[config.mk]
export PLATFORM = sky130hd
export DESIGN_NAME = ram_bus_arbiter
export DESIGN_NICKNAME = d
export VERILOG_FILES = /design/src/rtl/ram_bus_arbiter_pkg.sv /design/src/rtl/ram_bus_arbiter_rr_arb2.sv /design/src/rtl/ram_bus_arbiter.sv
export SDC_FILE = /design/constraint.sdc
export NUM_CORES = 1
export LEC_CHECK = 0
export ABC_AREA = 1
export BUFFER_PORTS_ARGS = -buffer_cell sky130_fd_sc_hd__buf_2
export CORE_AREA = 3 3 110 112
export CTS_CLUSTER_SIZE = 12
export DETAILED_ROUTE_END_ITERATION = 12
export DIE_AREA = 0 0 113 115
export MAX_ROUTING_LAYER = met4
export PLACE_DENSITY = 0.6
export SYNTH_ARGS = -nofsm -noshare
export SYNTH_HDL_FRONTEND = slang
export SYNTH_SLANG_ARGS = --single-unit
[constraint.sdc]
create_clock -name clock -period 1.4 [get_ports clock]
set_clock_uncertainty 0.2 [all_clocks]
set_input_delay 0.14 -clock clock [delete_from_list [all_inputs] [get_ports clock]]
set_output_delay 0.14 -clock clock [all_outputs]
set_load 0.005 [all_outputs]
[src/rtl/ram_bus_arbiter_pkg.sv]
// Shared definitions for the two-master RAM front end: RAM geometry, window width, FSM states.
package ram_bus_arbiter_pkg;

  localparam int MEMORYSIZE = 8 * 1024;
  localparam int BYTE_AW    = $clog2(MEMORYSIZE);
  localparam int RAM_AW     = BYTE_AW - 2;
  localparam int WIN_W      = 32 - BYTE_AW;

  typedef enum logic {
    ST_IDLE = 1'b0,
    ST_ACK  = 1'b1
  } state_e;

  function automatic logic win_hit(input logic [31:0] addr, input logic [31:0] base);
    return addr[31 -: WIN_W] == base[31 -: WIN_W];
  endfunction

endpackage

[src/rtl/ram_bus_arbiter_rr_arb2.sv]
// Combinational 2-way arbiter; the caller keeps the last-grant history.
module ram_bus_arbiter_rr_arb2 (
  input  logic [1:0] req_i,
  input  logic       last_i,
  input  logic       mode_i,
  output logic [1:0] gnt_o
);

  always_comb begin
    gnt_o = 2'b00;
    unique case (req_i)
      2'b01:   gnt_o = 2'b01;
      2'b10:   gnt_o = 2'b10;
      // Tie: fixed priority favours master 0; round-robin favours whoever did not win last.
      2'b11:   gnt_o = (mode_i || last_i) ? 2'b01 : 2'b10;
      default: gnt_o = 2'b00;
    endcase
  end

endmodule

[src/rtl/ram_bus_arbiter.sv]
// Two-master arbiter in front of a single-port registered-read RAM; one transfer every two cycles.
// Handshake: a master holds valid/addr/wdata/wstrb until its one-cycle ready pulse; rdata/err are meaningful only with ready.
module ram_bus_arbiter
  import ram_bus_arbiter_pkg::*;
#(
  parameter logic [31:0] BASE_ADDR = 32'h0000_0000,
  parameter bit          ARB_MODE  = 1'b0
) (
  input  logic              clock,
  input  logic              reset,
  input  logic              m0_valid,
  input  logic [31:0]       m0_addr,
  input  logic [31:0]       m0_wdata,
  input  logic [3:0]        m0_wstrb,
  output logic              m0_ready,
  output logic [31:0]       m0_rdata,
  output logic              m0_err,
  input  logic              m1_valid,
  input  logic [31:0]       m1_addr,
  input  logic [31:0]       m1_wdata,
  input  logic [3:0]        m1_wstrb,
  output logic              m1_ready,
  output logic [31:0]       m1_rdata,
  output logic              m1_err,
  output logic [RAM_AW-1:0] ram_address,
  output logic [3:0]        ram_byteena,
  output logic [31:0]       ram_data,
  output logic              ram_rden,
  output logic              ram_wren,
  input  logic [31:0]       ram_q,
  output state_e            dbg_state_o
);

  state_e      state_q, state_d;
  logic        grant_q, grant_d;
  logic        last_q, last_d;
  logic        err_q, err_d;
  logic        rd_q, rd_d;
  logic [1:0]  gnt;
  logic        sel;
  logic [31:0] sel_addr;
  logic [31:0] sel_wdata;
  logic [3:0]  sel_wstrb;
  logic        hit;
  logic [31:0] resp_data;
  logic        unused_addr_lsb;

  ram_bus_arbiter_rr_arb2 u_arb (
    .req_i  ({m1_valid, m0_valid}),
    .last_i (last_q),
    .mode_i (ARB_MODE),
    .gnt_o  (gnt)
  );

  assign sel       = gnt[1];
  assign sel_addr  = sel ? m1_addr : m0_addr;
  assign sel_wdata = sel ? m1_wdata : m0_wdata;
  assign sel_wstrb = sel ? m1_wstrb : m0_wstrb;
  assign hit       = win_hit(sel_addr, BASE_ADDR);
  assign unused_addr_lsb = ^sel_addr[1:0];
  assign dbg_state_o     = state_q;

  always_comb begin
    state_d     = state_q;
    grant_d     = grant_q;
    last_d      = last_q;
    err_d       = err_q;
    rd_d        = rd_q;
    ram_address = '0;
    ram_byteena = '0;
    ram_data    = '0;
    ram_rden    = 1'b0;
    ram_wren    = 1'b0;
    m0_ready    = 1'b0;
    m1_ready    = 1'b0;
    m0_err      = 1'b0;
    m1_err      = 1'b0;
    m0_rdata    = '0;
    m1_rdata    = '0;
    resp_data   = rd_q ? ram_q : 32'h0;
    unique case (state_q)
      ST_IDLE: begin
        if (|gnt) begin
          grant_d     = sel;
          last_d      = sel;
          err_d       = !hit;
          rd_d        = hit && (sel_wstrb == 4'b0000);
          state_d     = ST_ACK;
          ram_address = sel_addr[RAM_AW+1:2];
          ram_byteena = sel_wstrb;
          ram_data    = sel_wdata;
          ram_wren    = hit && (sel_wstrb != 4'b0000);
          ram_rden    = hit && (sel_wstrb == 4'b0000);
        end
      end
      ST_ACK: begin
        state_d = ST_IDLE;
        if (grant_q) begin
          m1_ready = 1'b1;
          m1_err   = err_q;
          m1_rdata = resp_data;
        end else begin
          m0_ready = 1'b1;
          m0_err   = err_q;
          m0_rdata = resp_data;
        end
      end
      default: state_d = ST_IDLE;
    endcase
    // Reset suppresses every strobe and completion immediately, even mid-ACK.
    if (reset) begin
      ram_rden = 1'b0;
      ram_wren = 1'b0;
      m0_ready = 1'b0;
      m1_ready = 1'b0;
      m0_err   = 1'b0;
      m1_err   = 1'b0;
      m0_rdata = '0;
      m1_rdata = '0;
    end
  end

  always_ff @(posedge clock) begin
    if (reset) begin
      state_q <= ST_IDLE;
      grant_q <= 1'b0;
      last_q  <= 1'b1;
      err_q   <= 1'b0;
      rd_q    <= 1'b0;
    end else begin
      state_q <= state_d;
      grant_q <= grant_d;
      last_q  <= last_d;
      err_q   <= err_d;
      rd_q    <= rd_d;
    end
  end

endmodule

* Word-level counts from Yosys, hierarchy flattened
Index checks and enable logic that the tools add are counted.
Storage, ports and cells: output and inout port bits 118, register bits 5, bits in latches 0, bits of input ports 172, word-level logic and storage cells 55, RAM bits 0, ROM bits 0, memories 0
Cells by class: multipliers 0, shift operators 0, reductions and logical operators 8, equality and inequality tests 3, order comparisons 0, bitwise gates (word level) 1, mux-type cells 38, $add $sub $neg 0, div/mod/pow operators 0
Operator list (number):
- $mux W32 | 11
- $mux W11 | 2
- $logic_not A19 Y1 | 1
- $mux W1 | 19
- $mux W4 | 3
- $pmux W2 S3 | 1
- $eq A2 B2 Y1 const B | 2
- $logic_not A4 Y1 | 1
- $reduce_bool A4 Y1 | 1
- $eq A2 B1 Y1 const B | 1
- $logic_and A1 B1 Y1 | 2
- $mux W2 | 1
- $pmux W1 S2 | 1
- $reduce_and A2 Y1 | 1
- $reduce_or A2 Y1 | 1
- $logic_not A1 Y1 | 1
- $not A1 Y1 | 1

* Longest topological paths before layout
depth after elaboration 8, mapped depth 9, mapped depth without buffers 8

* Cells and area by module
Synthesis repeated with hierarchy kept, for this count alone.
Unflattened totals: cell total of the unflattened synthesis 444, area total of the unflattened synthesis 1846.8 um^2
Modules (own cells, without submodules):
- ram_bus_arbiter | times used 1, sequential area each 100.1 um^2, area each 1796.7 um^2, cells an instance 431
- ram_bus_arbiter_rr_arb2 | times used 1, sequential area each 0.0 um^2, area each 50.0 um^2, cells an instance 13

* Worst setup path before layout
No wires, ideal clock.
kind flip-flop to output port, start register state_q, in the netlist dbg_state_o, end output port m0_rdata[21], setup slack -11 ps, cell stages (with the launch flop) 6, path buffers 1, arrival 1071 ps, data required time 1060 ps, path through dfxtp_1 inv_2 nor3_2 inv_2 buf_6 nor2_1
Between the ends: word-level cells in the longest chain between the ends 2
Ends and longest elaborated chain:
- start, declared | RTL line ram_bus_arbiter.sv:34 | state_e state_q, state_d;
- start signal, assigned | RTL line ram_bus_arbiter.sv:131 | state_q <= state_d;
- $mux W32 | RTL line ram_bus_arbiter.sv:81 | unique case (state_q)
- $mux W32 | RTL line ram_bus_arbiter.sv:111 | if (reset) begin
- end, declared | RTL line ram_bus_arbiter.sv:16 | output logic [31:0] m0_rdata,
No other way between the ends.

* Worst setup path after layout
start register last_q, end output port ram_rden
Between the ends: word-level cells in the longest chain between the ends 8, elaborated cells on any way between the ends 11, classes of those cells mux: 7; reduce/logical: 4
Ends and longest elaborated chain:
- start, declared | RTL line ram_bus_arbiter.sv:36 | logic last_q, last_d;
- start signal, assigned | RTL line ram_bus_arbiter.sv:133 | last_q <= last_d;
- $mux W2 * | RTL line ram_bus_arbiter_rr_arb2.sv:15 | 2'b11: gnt_o = (mode_i || last_i) ? 2'b01 : 2'b10;
- $pmux W2 S3 * | RTL line ram_bus_arbiter_rr_arb2.sv:11 | unique case (req_i)
- $mux W32 or $mux W4 (tied branches) | RTL line ram_bus_arbiter.sv:56, ram_bus_arbiter.sv:58
- $logic_not A19 Y1 or $logic_not A4 Y1 (tied branches) | RTL line ram_bus_arbiter_pkg.sv:15, ram_bus_arbiter.sv:93
- $logic_and A1 B1 Y1 | RTL line ram_bus_arbiter.sv:93 | ram_rden = hit && (sel_wstrb == 4'b0000);
- $mux W1 * | RTL line ram_bus_arbiter.sv:83 | if (|gnt) begin
- $mux W1 * | RTL line ram_bus_arbiter.sv:81
- $mux W1 * | RTL line ram_bus_arbiter.sv:111
- end, declared | RTL line ram_bus_arbiter.sv:28 | output logic ram_rden,
Every way passes the cells marked *; elsewhere a longest branch is shown, timed or not.

==> impl_metrics.ini <==
[outcome]
status = finished with violations
violations = negative setup slack

[synth]
synthSimpleGateAreaFrac_pct = 66.49
synth-seq-area-share_pct = 6.107
synth_compound_gate_area_share_pct = 14.05
synth_xor_area_share_pct = 0
syn_avg_cell_area_sq_um = 4.751
yosys_warnings = 0
synth_top_family_by_area = simple AND/OR/NAND/NOR gates
syn-cell-area_sq_um = 1639
ys_types = 22
yosys_register_bits = 5
synth_cells = 345
synthAdderAreaFrac_pct = 0
muxShareOfSynthArea_pct = 0
synth_nets = 517

[timing]
fin_ws_ns = -0.2789
relSlewSlack_pct = 83.85
min_period_over_period_pct = 119.9
final.min_clock_period_ns = 1.679
hold_viol_final = 0
drv_slew = 0
max_freq_ghz = 0.5956
setup_viol = 119
rsz0062_at_grt = true
hold_ws_ns = 0.09567
worst_slew_pin_slew_ns = 0.2420

[cells_and_area]
synthToLayoutAreaGrowth_pct = 148.9
final_cell_mix = buf_2 (282), nor2_1 (141), nand2_1 (47)
antenna_cells = 0
final_util_pct = 36.04
final_common_cell = buf_2
stdcell_count = 803
fin_nets = 833
drive_above_1_share_pct = 62.42

[floorplanning]
core_sq_um = 11320
die_x_um = 113
num_rows = 39
initial_core_util_pct = 14.48
dieArea_sq_um = 13000
ioPinCount = 290
die_h_um = 115

[pwr]
internal-power_w = 0.001052
total_power_w = 0.001630
peakVddDrop_v = 0.0004674
clkPwrFrac_pct = 28.5
power_frac_comb_pct = 61.4
p_sw_share_pct = 35.46
leakagePower_nw = 2.182
seqPwrFrac_pct = 10.1
p_sw_w = 0.0005778
cellPowerDensity_nw_per_um2 = 399.4

[run]
cap_violations = 0

[clock_tree]
clockBufferDepth = 2
cts_tree = done
clkSinkCount = 5
cts_buffers = 3
cts-root-buf = clkbuf_16
clk_latency_ns = 0.22
htree_num_levels = 1
clkTransAtPathRegs_ns = 0.03

[place]
dp_slack_ns = -0.1897
port-buffer-count = 285
dpl.hpwl_um = 7613
placed_cells = 781
gp_congestion = 0.8146

[worst_setup_path]
reg2reg_depth = 11
criticalPathCategory = flop to output port
rrSetupSlack_ns = -0.28
crit_required_ns = 1.06
crit_end = ram_rden
crit_arrival_ns = 1.34
crit_path_start_kind = flop
path_max_fanout = 4
rr_startpoint = last_q$_SDFFE_PP1P_
startpoint = last_q$_SDFFE_PP1P_
rr_endpoint = err_q$_SDFFE_PP0P_
endpoint_kind = output port

[global_routing]
grt_max_degree = 42
grt_use_total_pct = 13.04
gr-total-overflow = 0
grt_first_pass_wirelength_um = 13870
grt_pass1_vias = 2929
antenna_found_initial = 0

[route]
totalWireLength_um = 9888
first_iter_violations = 125
num_vias = 3267
drc = 0
wl_per_cell_um = 12.31
via_per_inst = 4.068
drt_pass1_iterations = 4
ant_nets = 0

[worst_hold_path]
hold_path.class = input pin to flop
## logic make-up (layout without fill, tap and decap cells)
group,Yosys count,after routing
compound gates,46,46
simple gates,256,256
buf+inv,38,353
flops,5,5
## state kept, by name, summed over array words and instances (netlist names)
register	cells
err_q	1
grant_q	1
last_q	1
rd_q	1
dbg_state_o	1
## critical path: stages (launching register included)
cell and delay (ns):
dfxtp_2 0.32, nand2_4 0.09, buf_6 0.11, nand3b_1 0.08
nand2_2 0.08, nand2_2 0.06, nor2_4 0.12, nand3_2 0.10
inv_2 0.06, buf_6 0.08
## area by class of cell
| class | instances | area (sq um) |
|---|---|---|
| Clock buffer | 4 | 78.83 |
| Fill cell | 1273 | 7241 |
| Inverter | 15 | 68.82 |
| Multi-Input combinational cell | 302 | 1622 |
| Sequential cell | 5 | 110.1 |
| Tap cell | 143 | 178.9 |
| Timing Repair Buffer | 334 | 2022 |
## synth_stat cells
| library cell | n | share of area, % |
|---|---|---|
| nor3_2 | 1 | 0.61 |
| dfxtp_1 | 5 | 6.1 |
| inv_1 | 11 | 2.5 |
| nor2_8 | 2 | 2.4 |
| buf_2 | 7 | 2.1 |
| buf_6 | 8 | 5.5 |
| inv_4 | 1 | 0.38 |
| inv_2 | 3 | 0.69 |
| o21ai_1 | 8 | 2.4 |
| clkbuf_1 | 4 | 0.92 |
| nand3b_1 | 3 | 1.4 |
| nand3_1 | 4 | 1.2 |
| a21oi_1 | 2 | 0.61 |
| clkbuf_2 | 4 | 1.2 |
| o21ai_0 | 36 | 11 |
| nor2_1 | 176 | 40 |
| nand2_4 | 1 | 0.69 |
| nand3_2 | 3 | 1.8 |
| nor2_2 | 5 | 1.9 |
| nand2_2 | 8 | 3.1 |
| nor2_4 | 2 | 1.4 |
| nand2_1 | 51 | 12 |
## metrics by stage
step / TNS (ns) / cell area [sq um]
floorplan: 0 / 1640
global placement: -2.868 / 3381
detailed placement: -4.944 / 3381
CTS: -27.69 / 3781
global route: -36.26 / 4080
finish: -26.84 / 4080
## worst min path at each step
stage                     startpoint  slack (ns)  cells past startpoint                endpoint
after floorplan                reset       0.009                      1    grant_q$_SDFFE_PP0P_
after global placement         reset        0.16                      2    grant_q$_SDFFE_PP0P_
after detailed placement       reset        0.17                      2    grant_q$_SDFFE_PP0P_
after CTS                      reset        0.08                      3  dbg_state_o$_SDFF_PP0_
after global routing           reset        0.11                      3  dbg_state_o$_SDFF_PP0_
final                          reset         0.1                      3  dbg_state_o$_SDFF_PP0_
## power by group through the flow
| stage | combinational [W] | sequential [W] | clock, W |
|---|---|---|---|
| 6_report | 0.00100 | 0.000164 | 0.000465 |
| 3_3_place_gp | 0.000892 | 0.000166 | 0 |
| 2_1_floorplan | 0.000388 | 0.000165 | 0 |
| 4_1_cts | 0.000970 | 0.000165 | 0.000474 |
| 3_5_place_dp | 0.000893 | 0.000166 | 0 |
| 5_1_grt | 0.00112 | 0.000166 | 0.000486 |
## routing by layer
| layer | share of wire (%) | up-vias | track usage [%] |
|---|---|---|---|
| li1 | - | 1700 | - |
| met1 | 39 | 1425 | 16.01 |
| met2 | 53 | 136 | 23.85 |
| met3 | 7.0 | 6 | 1.053 |
| met4 | 0.64 | 0 | 1.843 |
| met5 | 0 | - | - |
## timing repair
item	4_1_cts	5_1_grt
pin swaps	13	8
gates resized for setup	57	64
gates cloned	3	4
hold buffers	1	0
endpoints found under the setup margin	118	119
setup buffers	8	5
endpoints found under the hold margin	1	0
(Power assumes the default switching activity.)
